File: config.mk
export PLATFORM = sky130hd
export DESIGN_NAME = multi_debouncer_flat
export DESIGN_NICKNAME = d
export VERILOG_FILES = /design/src/rtl/multi_debouncer_pkg.sv /design/src/rtl/multi_debouncer_if.sv /design/src/rtl/multi_debouncer_chan.sv /design/src/rtl/multi_debouncer.sv /design/src/flat_wrapper.sv
export SDC_FILE = /design/constraint.sdc
export NUM_CORES = 1
export LEC_CHECK = 0
export ABC_AREA = 1
export BUFFER_PORTS_ARGS = -buffer_cell sky130_fd_sc_hd__buf_2
export CAP_MARGIN = 20
export CORE_MARGIN = 3
export CORE_UTILIZATION = 57
export DETAILED_ROUTE_END_ITERATION = 7
export PLACE_DENSITY = 0.84
export REMOVE_ABC_BUFFERS = 1
export SYNTH_ARGS = -nofsm -noshare
export SYNTH_HDL_FRONTEND = slang
export SYNTH_SLANG_ARGS = --single-unit
File: constraint.sdc
create_clock -name clk -period 1.27 [get_ports clk]
set_clock_uncertainty 0.05 [all_clocks]
set_input_delay 0.1905 -clock clk [delete_from_list [all_inputs] [get_ports clk]]
set_output_delay 0.1905 -clock clk [all_outputs]
set_load 0.05 [all_outputs]
File: src/rtl/multi_debouncer_pkg.sv
// Shared debouncer definitions: per-channel state encoding and a sizing helper.
// Latency: n/a (types and a constant function only).
// Backpressure: n/a.
// Contents:
//   chan_state_e  - 2-bit channel FSM encoding (OFF, WAIT_ON, ON, WAIT_OFF)
//   min_count_w() - smallest counter width that can hold a given THRESH
package debounce_pkg;

    typedef enum logic [1:0] {
        OFF      = 2'b00,
        WAIT_ON  = 2'b01,
        ON       = 2'b10,
        WAIT_OFF = 2'b11
    } chan_state_e;

    // Smallest width w such that THRESH fits in w bits (2**w - 1 >= thresh).
    function automatic int min_count_w(input int thresh);
        int w;
        w = 1;
        while (((1 << w) - 1) < thresh) begin
            w = w + 1;
        end
        return w;
    endfunction

endpackage

File: src/rtl/multi_debouncer_if.sv
// Bundle of the debouncer's sample tick, raw inputs and cleaned outputs.
// Latency: n/a (wires only).
// Backpressure: none; outputs are levels and single-cycle pulses.
// Signals:
//   en    - sample tick, counters advance only when high
//   in    - N raw switch pins
//   level - N debounced pressed levels (1 = pressed)
//   rise  - N one-cycle pulses on level 0->1
//   fall  - N one-cycle pulses on level 1->0
// Modports: master = input source / consumer, slave = debouncer.
interface multi_debouncer_if #(
    parameter int N = 4
);
    logic         en;
    logic [N-1:0] in;
    logic [N-1:0] level;
    logic [N-1:0] rise;
    logic [N-1:0] fall;

    modport master (
        output en,
        output in,
        input  level,
        input  rise,
        input  fall
    );

    modport slave (
        input  en,
        input  in,
        output level,
        output rise,
        output fall
    );

endinterface

File: src/rtl/multi_debouncer_chan.sv
// One debouncer channel: 4-state FSM, en-tick counter, registered edge pulses.
// Latency: level after THRESH en ticks (glitch-rejecting) or next edge (eager).
// Backpressure: none; the channel always accepts a new sample every cycle.
// Ports:
//   clk, reset   - clock, asynchronous active-low reset
//   en           - sample tick
//   p            - normalised pressed indication (1 = pressed)
//   level        - debounced level, decoded from the state register
//   rise, fall   - one-cycle pulses aligned with the level change
module debounce_chan
    import debounce_pkg::*;
#(
    parameter int COUNT_W = 3,
    parameter int THRESH  = 4,
    parameter int EAGER   = 0
) (
    input  logic clk,
    input  logic reset,
    input  logic en,
    input  logic p,
    output logic level,
    output logic rise,
    output logic fall
);

    localparam bit                 IS_EAGER = (EAGER != 0);
    localparam logic [COUNT_W-1:0] LAST     = COUNT_W'(THRESH - 1);

    chan_state_e        state_q, state_d;
    logic [COUNT_W-1:0] cnt_q, cnt_d;
    logic               rise_q, fall_q;
    logic               level_now, level_next;

    // Eager mode shows the new level as soon as the wait window opens;
    // glitch-rejecting mode holds the old level until the window closes.
    function automatic logic level_of(input chan_state_e s);
        if (IS_EAGER) begin
            return (s == WAIT_ON) || (s == ON);
        end
        return (s == ON) || (s == WAIT_OFF);
    endfunction

    always_comb begin
        state_d = state_q;
        cnt_d   = cnt_q;
        case (state_q)
            OFF: begin
                if (p) begin
                    state_d = WAIT_ON;
                    cnt_d   = '0;
                end
            end
            ON: begin
                if (!p) begin
                    state_d = WAIT_OFF;
                    cnt_d   = '0;
                end
            end
            WAIT_ON: begin
                // Reversion wins over a completing tick in the same cycle.
                if (!IS_EAGER && !p) begin
                    state_d = OFF;
                    cnt_d   = '0;
                end else if (en) begin
                    if (cnt_q == LAST) begin
                        state_d = ON;
                    end else begin
                        cnt_d = cnt_q + COUNT_W'(1);
                    end
                end
            end
            WAIT_OFF: begin
                if (!IS_EAGER && p) begin
                    state_d = ON;
                    cnt_d   = '0;
                end else if (en) begin
                    if (cnt_q == LAST) begin
                        state_d = OFF;
                    end else begin
                        cnt_d = cnt_q + COUNT_W'(1);
                    end
                end
            end
            default: begin
                state_d = OFF;
                cnt_d   = '0;
            end
        endcase
    end

    assign level_now  = level_of(state_q);
    assign level_next = level_of(state_d);

    always_ff @(posedge clk or negedge reset) begin
        if (!reset) begin
            state_q <= OFF;
            cnt_q   <= '0;
            rise_q  <= 1'b0;
            fall_q  <= 1'b0;
        end else begin
            state_q <= state_d;
            cnt_q   <= cnt_d;
            // Pulses land in the same cycle the new level becomes visible.
            // An eager window completing keeps the level, so it pulses nothing.
            rise_q  <= level_next & ~level_now;
            fall_q  <= ~level_next & level_now;
        end
    end

    assign level = level_now;
    assign rise  = rise_q;
    assign fall  = fall_q;

endmodule

File: src/rtl/multi_debouncer.sv
// N-channel switch debouncer with per-channel level, rise and fall outputs.
// Latency: THRESH en ticks + 1 edge (eager: 1 edge); +2 with the input synchroniser.
// Backpressure: none; every channel is serviced every cycle.
// Ports:
//   clk, reset - clock, asynchronous active-low reset
//   bus        - multi_debouncer_if.slave (en, in -> level, rise, fall)
// Build option: define MULTI_DEBOUNCER_SYNC_EN to put a 2-flop synchroniser
// on every raw input; leave it undefined when inputs are already synchronous.
module multi_debouncer
    import debounce_pkg::*;
#(
    parameter int N          = 4,
    parameter int COUNT_W    = 3,
    parameter int THRESH     = 4,
    parameter int EAGER      = 0,
    parameter int ACTIVE_LOW = 1
) (
    input  logic               clk,
    input  logic               reset,
    multi_debouncer_if.slave   bus
);

    logic [N-1:0] raw;
    logic [N-1:0] p;
    logic [N-1:0] level_w;
    logic [N-1:0] rise_w;
    logic [N-1:0] fall_w;

`ifdef MULTI_DEBOUNCER_SYNC_EN
    // Synchroniser resets to the released pin level so no phantom press
    // is seen while it fills after reset.
    localparam logic [N-1:0] IDLE_RAW = (ACTIVE_LOW != 0) ? {N{1'b1}} : {N{1'b0}};

    logic [N-1:0] sync1_q;
    logic [N-1:0] sync2_q;

    always_ff @(posedge clk or negedge reset) begin
        if (!reset) begin
            sync1_q <= IDLE_RAW;
            sync2_q <= IDLE_RAW;
        end else begin
            sync1_q <= bus.in;
            sync2_q <= sync1_q;
        end
    end

    assign raw = sync2_q;
`else
    assign raw = bus.in;
`endif

    assign p = (ACTIVE_LOW != 0) ? ~raw : raw;

    for (genvar g = 0; g < N; g++) begin : g_chan
        debounce_chan #(
            .COUNT_W (COUNT_W),
            .THRESH  (THRESH),
            .EAGER   (EAGER)
        ) u_chan (
            .clk   (clk),
            .reset (reset),
            .en    (bus.en),
            .p     (p[g]),
            .level (level_w[g]),
            .rise  (rise_w[g]),
            .fall  (fall_w[g])
        );
    end

    assign bus.level = level_w;
    assign bus.rise  = rise_w;
    assign bus.fall  = fall_w;

endmodule

File: src/flat_wrapper.sv
// flat-port wrapper written by rule: the top's interface ports become plain ports
module multi_debouncer_flat import debounce_pkg::*;
#(
    parameter int N          = 4,
    parameter int COUNT_W    = 3,
    parameter int THRESH     = 4,
    parameter int EAGER      = 0,
    parameter int ACTIVE_LOW = 1
)
  (clk, reset, bus_en, bus_in, bus_level, bus_rise, bus_fall);
  multi_debouncer_if #(.N(N)) bus_i ();
  input  logic clk;
  input  logic reset;
  input wire logic [$bits(bus_i.en)-1:0] bus_en;
  input wire logic [$bits(bus_i.in)-1:0] bus_in;
  output wire logic [$bits(bus_i.level)-1:0] bus_level;
  output wire logic [$bits(bus_i.rise)-1:0] bus_rise;
  output wire logic [$bits(bus_i.fall)-1:0] bus_fall;
  assign bus_i.en = bus_en;
  assign bus_i.in = bus_in;
  assign bus_level = bus_i.level;
  assign bus_rise = bus_i.rise;
  assign bus_fall = bus_i.fall;
  multi_debouncer #(.N(N), .COUNT_W(COUNT_W), .THRESH(THRESH), .EAGER(EAGER), .ACTIVE_LOW(ACTIVE_LOW)) u_core (.clk(clk), .reset(reset), .bus(bus_i));
endmodule
==> results of run 1 <==
==> area by class of cell <==
class | instances | area, µm² | area share (%)
inverter | 42 | 171 | 9.44
clock buffer | 3 | 22.5 | 1.24
clock inverter | 1 | 30.0 | 1.65
sequential | 28 | 702 | 38.6
tap | 30 | 37.5 | 2.07
timing repair buffer | 29 | 185 | 10.2
multi-input combinational | 123 | 668 | 36.8
==> sequential cells by signal, summed over array words and instances (netlist names) <==
signal / count
u_core.g_chan.u_chan.cnt_q: 12
u_core.g_chan.u_chan.rise: 4
u_core.g_chan.u_chan.fall: 4
u_core.g_chan.u_chan.state_q: 8
==> worst register-to-register path: stages (launching register included) <==
cell and delay, ns:
sky130_fd_sc_hd__dfrtp_2 0.47, sky130_fd_sc_hd__ha_4 0.19, sky130_fd_sc_hd__a21oi_4 0.16, sky130_fd_sc_hd__nand2_2 0.07
sky130_fd_sc_hd__nand2_1 0.06, sky130_fd_sc_hd__nand2_1 0.05, sky130_fd_sc_hd__nor2_2 0.10
==> layer usage <==
metal | share of wire (%) | up-vias | routed length [µm] | track usage [%]
met3 | 3.5 | 6 | 94 | 2.18
met5 | 0 | - | 0 | 0
li1 | - | 649 | - | -
met4 | 1.9 | 0 | 51 | 7.44
met2 | 47 | 25 | 1260 | 30.1
met1 | 47 | 575 | 1260 | 22.1
==> stage by stage <==
step / worst slack, ns / std cells
2_1_floorplan: -0.0603 / 193
3_3_place_gp: 0.0572 / 244
3_5_place_dp: -0.0214 / 244
4_1_cts: 0.0155 / 249
5_1_grt: -0.0162 / 256
6_report: 0.0592 / 256
==> where the power goes <==
part / internal [µW] / switching (µW)
combinational: 384 / 567
clock: 319 / 263
sequential: 1020 / 133
total: 1720 / 963
==> logic make-up after synthesis <==
group                    count (synthesis)  synth area share (%)
AO/OA/AOI/OAI                           13                  4.98
buffers and inverters                   59                  17.9
AND/OR/NAND/NOR                        106                  30.4
flip-flops                              28                  43.6
adder cells (fa/ha/maj)                  4                  3.12
==> Yosys cell counts (all sizes together) <==
cell / count / area [µm²]
clkbuf: 4 / 15.0
and2: 1 / 6.26
a31oi: 1 / 6.26
nand4: 3 / 63.8
a21oi: 5 / 36.3
nand3: 12 / 60.1
inv: 40 / 150
nand2: 71 / 277
clkinv: 1 / 3.75
dfrtp: 28 / 701
nor2: 19 / 81.3
bufinv: 1 / 17.5
o21ai: 6 / 30.0
ha: 4 / 50.1
o21a: 1 / 7.51
buf: 13 / 101
==> worst max-delay path by stage <==
stage / end / slack [ns] / from / depth (start not counted)
CTS: bus_level[1] / 0.02 / u_core.g_chan[1].u_chan.state_q[1] / 1
floorplan: u_core.g_chan[1].u_chan.cnt_q[0] / -0.06 / u_core.g_chan[1].u_chan.state_q[1] / 7
finish: bus_level[0] / 0.06 / u_core.g_chan[0].u_chan.state_q[1] / 1
global placement: u_core.g_chan[1].u_chan.cnt_q[0] / 0.06 / u_core.g_chan[1].u_chan.cnt_q[0] / 5
global route: u_core.g_chan[3].u_chan.cnt_q[0] / -0.02 / u_core.g_chan[3].u_chan.cnt_q[1] / 6
detailed placement: u_core.g_chan[1].u_chan.cnt_q[0] / -0.02 / u_core.g_chan[1].u_chan.cnt_q[0] / 5
==> timing repair <==
item	4_1_cts	5_1_grt
buffers inserted	0	7
resized for setup	4	14
pin swaps	0	3
hold buffers	1	0
hold endpoints to repair	28	0
setup endpoints to repair	4	9
==> results.toml, run 1 <==
[setup_path]
critPathCaptureType = "primary output"
critical_path_required_ns = 1.03
crit_fanout = 4
worst-r2r-cell-count = 6
timing.critical_path.slowest_cell_delay_ns = 0.44
worst_path_max_delay_cell = "sky130_fd_sc_hd__dfrtp_1"
path_cells = "buf_4"
worstSetupStartpointType = "flop"
worstSetupPathType = "flop to primary output"
regToRegSetupSlack_ns = 0.07
r2r_start = "u_core.g_chan[3].u_chan.cnt_q[1]"
critPathArrivalTime_ns = 0.97
r2r_end = "u_core.g_chan[3].u_chan.cnt_q[0]"
crit_buf_inv = 1
family_with_the_most_delay_on_the_worst_path = "flip-flops"

[floorplan]
area_of_the_die_um2 = 3490
horizontal_die_dimension_um = 59.1
floorplan.io_pins = 19
row_count = 18
die_height_um = 59.1
core-area_um2 = 2570
initial_utilization_pct = 62.6

[cells_and_area]
core_util_final_pct = 70.8
syn_to_final_growth_pct = 13.1
final_area_um2 = 1820
num_antenna_cells = 0
final_cell_mix = "sky130_fd_sc_hd__nand2_1 (65), sky130_fd_sc_hd__inv_1 (34), sky130_fd_sc_hd__dfrtp_1 (27), sky130_fd_sc_hd__buf_2 (14), sky130_fd_sc_hd__buf_4 (14)"
layout-drive-gt1-share_pct = 27.9
num-fill-cells = 216
finish.net_count = 238
most_frequent_standard_cell_in_the_layout_excluding_fill_and_tap_cells = "sky130_fd_sc_hd__nand2_1"

[placement]
post_dp_cell_area_um2 = 1640
gp_routability_congestion = 0.751
port_buffers = 18
post-dp-hpwl_mm = 1.94

[min_path]
hp-class = "input pin to flop"
min_from = "bus_in[0]"
timing.hold.worst_path_depth = 2
destination_of_the_worst_hold_path = "u_core.g_chan[0].u_chan.state_q[1]"

[route]
firstDrtPassIters = 4
total_detailed_routing_wirelength_mm = 2.67
drc = 0
drt.antenna.violating_nets = 0
via_per_inst = 4.90
drt-initial-drc-count = 20
vias = 1255
drt-wirelength-per-cell_um = 10.4

[global_route]
grt_remaining_overflow = 0
grt_use_total_pct = 17.5
grt_pass1_vias = 1176
grt_first_pass_wirelength_mm = 4.73
grt_start_max_net_pins = 29
initial_antenna_violation_count = 0

[sta]
tns_ns = 0
final_min_period_over_clock_period_pct = 95.3
finalHoldViolations = 0
achievable_freq_mhz = 826
number_of_max_slew_violations_in_the_final_report = 0
fin_worst_hold_slack_ns = 0.00999
max_slew_margin_pct = 76.4
finalSetupViolations = 0
finalWorstPathRequiredPeriod_ns = 1.21
worst_pin_slew_ns = 0.354

[synth]
postSynthAreaPerCell_um2 = 7.65
synthesis.yosys.warnings = 0
yosys_register_bits = 28
count_of_distinct_cell_types_in_the_synthesized_netlist = 22
synth.yosys.seq_area_share_pct = 43.6
syn_inst = 210
syn-cell-area_um2 = 1610

[cts]
numClockSinks = 28
worstSkewPairLatency_ns = 0.32
cts_tree = "yes"
clock_tree.buffer_depth = 2
clock_buffers_created_by_tritoncts = 3
clock_h_tree_levels = 1
clk_transition_reported_paths_ns = 0.15
cts.root.buffer_cell = "sky130_fd_sc_hd__clkbuf_4"

[pwr]
total_power_uw = 2690
power.density_nw_per_um2 = 1480
peakVddDrop_v = 0.00109
power.static_leakage_uw = 0.00102

[outcome]
outcome = "complete, no violations"

[flow_run]
drv.max_cap_violation_count = 0
(Power assumes the default switching activity.)
==> inputs of run 2 (changes only) <==
- ABC_AREA: 1 -> default
- CORE_UTILIZATION: 57 -> 58
- CTS_BUF_LIST: default -> sky130_fd_sc_hd__clkbuf_8
- CTS_CLUSTER_DIAMETER: default -> 150
- PLACE_DENSITY: 0.84 -> 0.86
==> results.toml, run 2 <==
[outcome]
outcome = "complete, but fails checks"
failing_checks = "setup timing"

[placement]
placed_cells = 180
post-dp-hpwl_mm = 1.81
port_buffers = 18
gp_routability_congestion = 0.693

[synth]
synth_flop_cell = "sky130_fd_sc_hd__dfrtp_1"
postSynthAreaPerCell_um2 = 9.98
synth.yosys.seq_area_share_pct = 51.2
count_of_distinct_cell_types_in_the_synthesized_netlist = 25
syn-cell-area_um2 = 1370
post-synth-top-count-cell = "sky130_fd_sc_hd__dfrtp_1"
synthDominantAreaCellType = "sky130_fd_sc_hd__dfrtp_1"
netlist_top_cells_area = "sky130_fd_sc_hd__dfrtp_1 (51%), sky130_fd_sc_hd__buf_4 (6.6%), sky130_fd_sc_hd__nand2_1 (5.8%), sky130_fd_sc_hd__xor2_1 (4.5%), sky130_fd_sc_hd__o21ai_0 (4.0%)"
synth_top_cell_area_share_pct = 51.2
syn_inst = 137
yosys_register_bits = 28
synthesis.yosys.warnings = 0
synth-edff-count = 0
synth_common_cells = "sky130_fd_sc_hd__dfrtp_1 (28), sky130_fd_sc_hd__nand2_1 (21), sky130_fd_sc_hd__buf_4 (12), sky130_fd_sc_hd__o21ai_0 (11)"
synth_async_sr_flop_share_pct = 100

[sta]
finalSetupViolations = 5
achievable_freq_mhz = 765
finalHoldViolations = 0
unrepaired_setup_endpoints_after_global_routing = "true"
max_slew_margin_pct = 76.2
fin_worst_hold_slack_ns = 0.106
worst_slack_ns = -0.0373
final_min_period_over_clock_period_pct = 103
worst_pin_slew_ns = 0.357
finalWorstPathRequiredPeriod_ns = 1.31
number_of_max_slew_violations_in_the_final_report = 0

[cells_and_area]
filler_free_cell_count_of_the_finished_design = 188
most_frequent_standard_cell_in_the_layout_excluding_fill_and_tap_cells = "sky130_fd_sc_hd__dfrtp_1"
largest_registers_in_the_final_layout = "u_core.g_chan.u_chan.cnt_q (12), u_core.g_chan.u_chan.state_q (8)"
num-fill-cells = 124
finish.net_count = 173
final_cell_mix = "sky130_fd_sc_hd__dfrtp_1 (26), sky130_fd_sc_hd__nand2_1 (21), sky130_fd_sc_hd__buf_4 (15), sky130_fd_sc_hd__buf_2 (14)"
syn_to_final_growth_pct = 25.9
layout-drive-gt1-share_pct = 36.0
num_antenna_cells = 0
largest-register = "u_core.g_chan.u_chan.cnt_q"
largest_reg_flops = 12

[floorplan]
core-area_um2 = 2100
row_count = 16
floorplan.io_pins = 19
horizontal_die_dimension_um = 54.6
area_of_the_die_um2 = 2980
initial_utilization_pct = 65.1
die_height_um = 54.6

[cts]
cts.root.buffer_cell = "sky130_fd_sc_hd__clkbuf_8"
clk_transition_reported_paths_ns = 0.09
cts_tree = "yes"
clock_buffers_created_by_tritoncts = 3
clock_tree.buffer_depth = 2
worstSkewPairLatency_ns = 0.27
numClockSinks = 28
clock_h_tree_levels = 1

[global_route]
grt_remaining_overflow = 0
grt_first_pass_wirelength_mm = 4.23
grt_pass1_vias = 982
initial_antenna_violation_count = 0
grt_use_total_pct = 20.2
grt_start_max_net_pins = 29

[pwr]
power.density_nw_per_um2 = 1260
power.static_leakage_uw = 0.000826
peakVddDrop_v = 0.00110
total_power_uw = 2160

[route]
drt-wirelength-per-cell_um = 15.6
vias = 1072
total_detailed_routing_wirelength_mm = 2.94
drc = 0
drt-initial-drc-count = 16
firstDrtPassIters = 4
via_per_inst = 5.70
drt.antenna.violating_nets = 0

[setup_path]
worstSetupStartpointType = "flop"
critPathArrivalTime_ns = 1.41
critPathCaptureType = "flop"
worstSetupPathType = "flop to flop"
crit_fanout = 2
critical_path_required_ns = 1.37

[min_path]
hp-class = "input pin to flop"

[flow_run]
drv.max_cap_violation_count = 0
## run 2: worst paths after layout
kind	cells after the start	start	endpoint	slack (ns)
worst min register to register	1	u_core.g_chan[2].u_chan.state_q[1]	u_core.g_chan[2].u_chan.rise	0.50
max in group asynchronous	3	reset	u_core.g_chan[2].u_chan.state_q[1]	0.49
worst max-delay path	5	u_core.g_chan[1].u_chan.cnt_q[1]	u_core.g_chan[1].u_chan.cnt_q[1]	-0.04
min in group asynchronous	3	reset	u_core.g_chan[3].u_chan.state_q[1]	0.39
worst min-delay path	2	bus_in[3]	u_core.g_chan[3].u_chan.rise	0.11
worst max register to register	5	u_core.g_chan[1].u_chan.cnt_q[1]	u_core.g_chan[1].u_chan.cnt_q[1]	-0.04
## run 2: power breakdown
group	total, µW	internal (µW)	switching [µW]
Combinational	447	213	234
Sequential	1020	950	71.2
Clock	693	422	271
Total	2160	1590	576
## run 2: final cells by class
cell class | instances | area [µm²] | share of cell area [%]
Timing Repair Buffer | 37 | 272 | 15.8
Sequential cell | 28 | 703 | 40.8
Clock inverter | 1 | 30.0 | 1.74
Tap cell | 27 | 33.8 | 1.96
Clock buffer | 3 | 41.3 | 2.40
Inverter | 5 | 21.3 | 1.24
Multi-Input combinational cell | 87 | 621 | 36.0
## run 2: metal layers
| layer | share of wire, % | GRT usage (%) | vias to the layer above |
|---|---|---|---|
| met5 | 0 | 0 | - |
| met4 | 0.34 | 8.30 | 0 |
| met3 | 3.9 | 3.27 | 2 |
| met2 | 54 | 35.1 | 27 |
| met1 | 41 | 24.7 | 548 |
| li1 | - | - | 495 |
## run 2: through the flow
step	instance area, µm²	TNS, ns	utilization (%)	setup slack [ns]
2_1_floorplan	1260	-0.682	-	-0.181
3_3_place_gp	1490	-0.153	71.1	-0.0556
3_5_place_dp	1490	-0.727	71.1	-0.155
4_1_cts	1620	-0.0333	77.1	-0.0245
5_1_grt	1720	-0.925	81.9	-0.0981
6_report	1720	-0.102	81.9	-0.0373
## run 2: logic make-up (layout without fill, tap and decap cells)
family                     Yosys count  after routing  share of synthesized area (%)
muxes                                3              3                           2.20
AOI/OAI and AO/OA                   20             20                           8.14
DFF                                 28             28                           51.2
buffers and inverters               22             46                           9.42
xor gates and xnor gates            11             11                           7.59
and+or+nand+nor                     49             49                           17.8
adders and majority gates            4              4                           3.66
## run 2: timing repair
| item | in CTS | in global routing |
|---|---|---|
| pin swaps | 1 | 16 |
| hold endpoints to repair | 28 | 0 |
| hold buffers | 1 | 0 |
| cloned | 0 | 0 |
| resized for setup | 14 | 25 |
| setup buffers | 1 | 2 |
| setup endpoints to repair | 11 | 21 |
## run 2: worst max-delay path, stage by stage (launching register included)
cell                      delay, ns
sky130_fd_sc_hd__dfrtp_1       0.41
sky130_fd_sc_hd__ha_4          0.17
sky130_fd_sc_hd__inv_4         0.04
sky130_fd_sc_hd__o21ai_4       0.18
sky130_fd_sc_hd__mux2i_1       0.24
sky130_fd_sc_hd__o22ai_1       0.10
==> inputs of run 3 (changes only) <==
- RECOVER_POWER: default -> 100
==> results.toml, run 3 (synthesis results as in run 2) <==
[outcome]
outcome = "complete, but fails checks"
failing_checks = "setup timing"

[route]
firstDrtPassIters = 4
drc = 0
via_per_inst = 5.65
total_detailed_routing_wirelength_mm = 2.93
drt.antenna.violating_nets = 0
drt-wirelength-per-cell_um = 15.6
drt-initial-drc-count = 16
vias = 1063

[setup_path]
regToRegSetupSlack_ns = -0.04
path_cells = "ha_4 -> inv_4 -> o21ai_4 -> mux2i_1 -> o22ai_1"
timing.critical_path.slowest_cell_delay_ns = 0.41
critical_path_required_ns = 1.37
worst-r2r-cell-count = 5
crit_buf_inv = 1
r2r_start = "u_core.g_chan[1].u_chan.cnt_q[1]"
critPathCaptureType = "flop"
r2r_end = "u_core.g_chan[1].u_chan.cnt_q[1]"
crit_fanout = 2
worst_path_max_delay_cell = "sky130_fd_sc_hd__dfrtp_1"
family_with_the_most_delay_on_the_worst_path = "flip-flops"
critPathArrivalTime_ns = 1.41
worstSetupStartpointType = "flop"
worstSetupPathType = "flop to flop"

[global_route]
grt_pass1_vias = 982
grt_start_max_net_pins = 29
grt_first_pass_wirelength_mm = 4.23
grt_use_total_pct = 20.2
grt_remaining_overflow = 0
initial_antenna_violation_count = 0

[sta]
number_of_max_slew_violations_in_the_final_report = 0
max_slew_margin_pct = 53.3
unrepaired_setup_endpoints_after_global_routing = "true"
worst_slack_ns = -0.0372
achievable_freq_mhz = 765
finalWorstPathRequiredPeriod_ns = 1.31
finalSetupViolations = 5
worst_pin_slew_ns = 0.701
final_min_period_over_clock_period_pct = 103
finalHoldViolations = 0

[cells_and_area]
layout-drive-gt1-share_pct = 35.4
largest_registers_in_the_final_layout = "u_core.g_chan.u_chan.cnt_q (12), u_core.g_chan.u_chan.state_q (8)"
filler_free_cell_count_of_the_finished_design = 188
num-fill-cells = 124
largest-register = "u_core.g_chan.u_chan.cnt_q"
most_frequent_standard_cell_in_the_layout_excluding_fill_and_tap_cells = "sky130_fd_sc_hd__dfrtp_1"
final_cell_mix = "sky130_fd_sc_hd__dfrtp_1 (27), sky130_fd_sc_hd__nand2_1 (21), sky130_fd_sc_hd__buf_4 (14), sky130_fd_sc_hd__clkbuf_2 (9)"
num_antenna_cells = 0
multi_input_area_um2 = 621
core_util_final_pct = 81.7
finish.net_count = 173
syn_to_final_growth_pct = 25.6
register_area_um2 = 702
largest_reg_flops = 12

[floorplan]
die_height_um = 54.6
area_of_the_die_um2 = 2980
row_count = 16
initial_utilization_pct = 65.1
floorplan.io_pins = 19
horizontal_die_dimension_um = 54.6
core-area_um2 = 2100

[placement]
port_buffers = 18
placed_cells = 180
gp_routability_congestion = 0.693
post-dp-hpwl_mm = 1.81
dpl_worst_slack_ns = -0.155

[pwr]
peakVddDrop_v = 0.00110
power.static_leakage_uw = 0.000819
power.density_nw_per_um2 = 1260

[cts]
clk_transition_reported_paths_ns = 0.09
worstSkewPairLatency_ns = 0.27
cts.root.buffer_cell = "sky130_fd_sc_hd__clkbuf_8"
clock_tree.buffer_depth = 2
clock_buffers_created_by_tritoncts = 3
clock_h_tree_levels = 1
numClockSinks = 28
cts_tree = "yes"

[min_path]
hp-class = "input pin to flop"
timing.hold.worst_path_depth = 2
destination_of_the_worst_hold_path = "u_core.g_chan[3].u_chan.rise"
min_from = "bus_in[3]"

[flow_run]
drv.max_cap_violation_count = 0
-- run 3: routing by layer --
layer,global-route usage [%],part of all wire [%],wire length (µm)
met5,0,0,0
met1,24.7,42,1240
met3,3.27,3.1,90
met4,8.30,0.34,10
met2,35.1,54,1590
-- run 3: worst max-delay path by stage --
stage                                  startpoint                                  to  slack (ns)  cells past startpoint
4_1_cts          u_core.g_chan[1].u_chan.cnt_q[0]    u_core.g_chan[1].u_chan.cnt_q[1]       -0.02                      5
3_3_place_gp     u_core.g_chan[1].u_chan.cnt_q[0]    u_core.g_chan[1].u_chan.cnt_q[1]       -0.06                      5
6_report         u_core.g_chan[1].u_chan.cnt_q[1]    u_core.g_chan[1].u_chan.cnt_q[1]       -0.04                      5
5_1_grt          u_core.g_chan[3].u_chan.cnt_q[1]  u_core.g_chan[3].u_chan.state_q[1]        -0.1                      5
3_5_place_dp     u_core.g_chan[2].u_chan.cnt_q[1]    u_core.g_chan[2].u_chan.cnt_q[1]       -0.16                      5
2_1_floorplan  u_core.g_chan[3].u_chan.state_q[1]    u_core.g_chan[3].u_chan.cnt_q[1]       -0.18                      4
-- run 3: repair_timing --
item | CTS | global route
gates resized for setup | 14 | 25
endpoints found under the setup margin | 11 | 21
endpoints found under the hold margin | 28 | 0
setup buffers | 1 | 2
hold buffers | 1 | 0
pin swaps | 1 | 16
-- run 3: cell type report --
class / instances / area share [%]
sequential: 28 / 40.9
multi-input combinational: 87 / 36.1
timing repair buffer: 37 / 15.7
clock buffer: 3 / 2.40
tap: 27 / 1.97
clock inverter: 1 / 1.75
inverter: 5 / 1.24
-- run 3: power breakdown --
group	internal, µW	leakage [µW]	switching (µW)
clock	422	0.0000357	270
combinational	212	0.000407	234
sequential	950	0.000377	71.0
total	1580	0.000819	575
-- run 3: per-stage QoR --
stage	power [µW]	hold slack (ns)	setup TNS, ns	cell area [µm²]
finish	2160	0.107	-0.101	1720
global route	2250	0.103	-1.00	1720
CTS	2110	0.0964	-0.0333	1620
detailed placement	1390	0.156	-0.727	1490
global placement	1360	0.157	-0.153	1490
floorplan	1230	-0.155	-0.682	1260
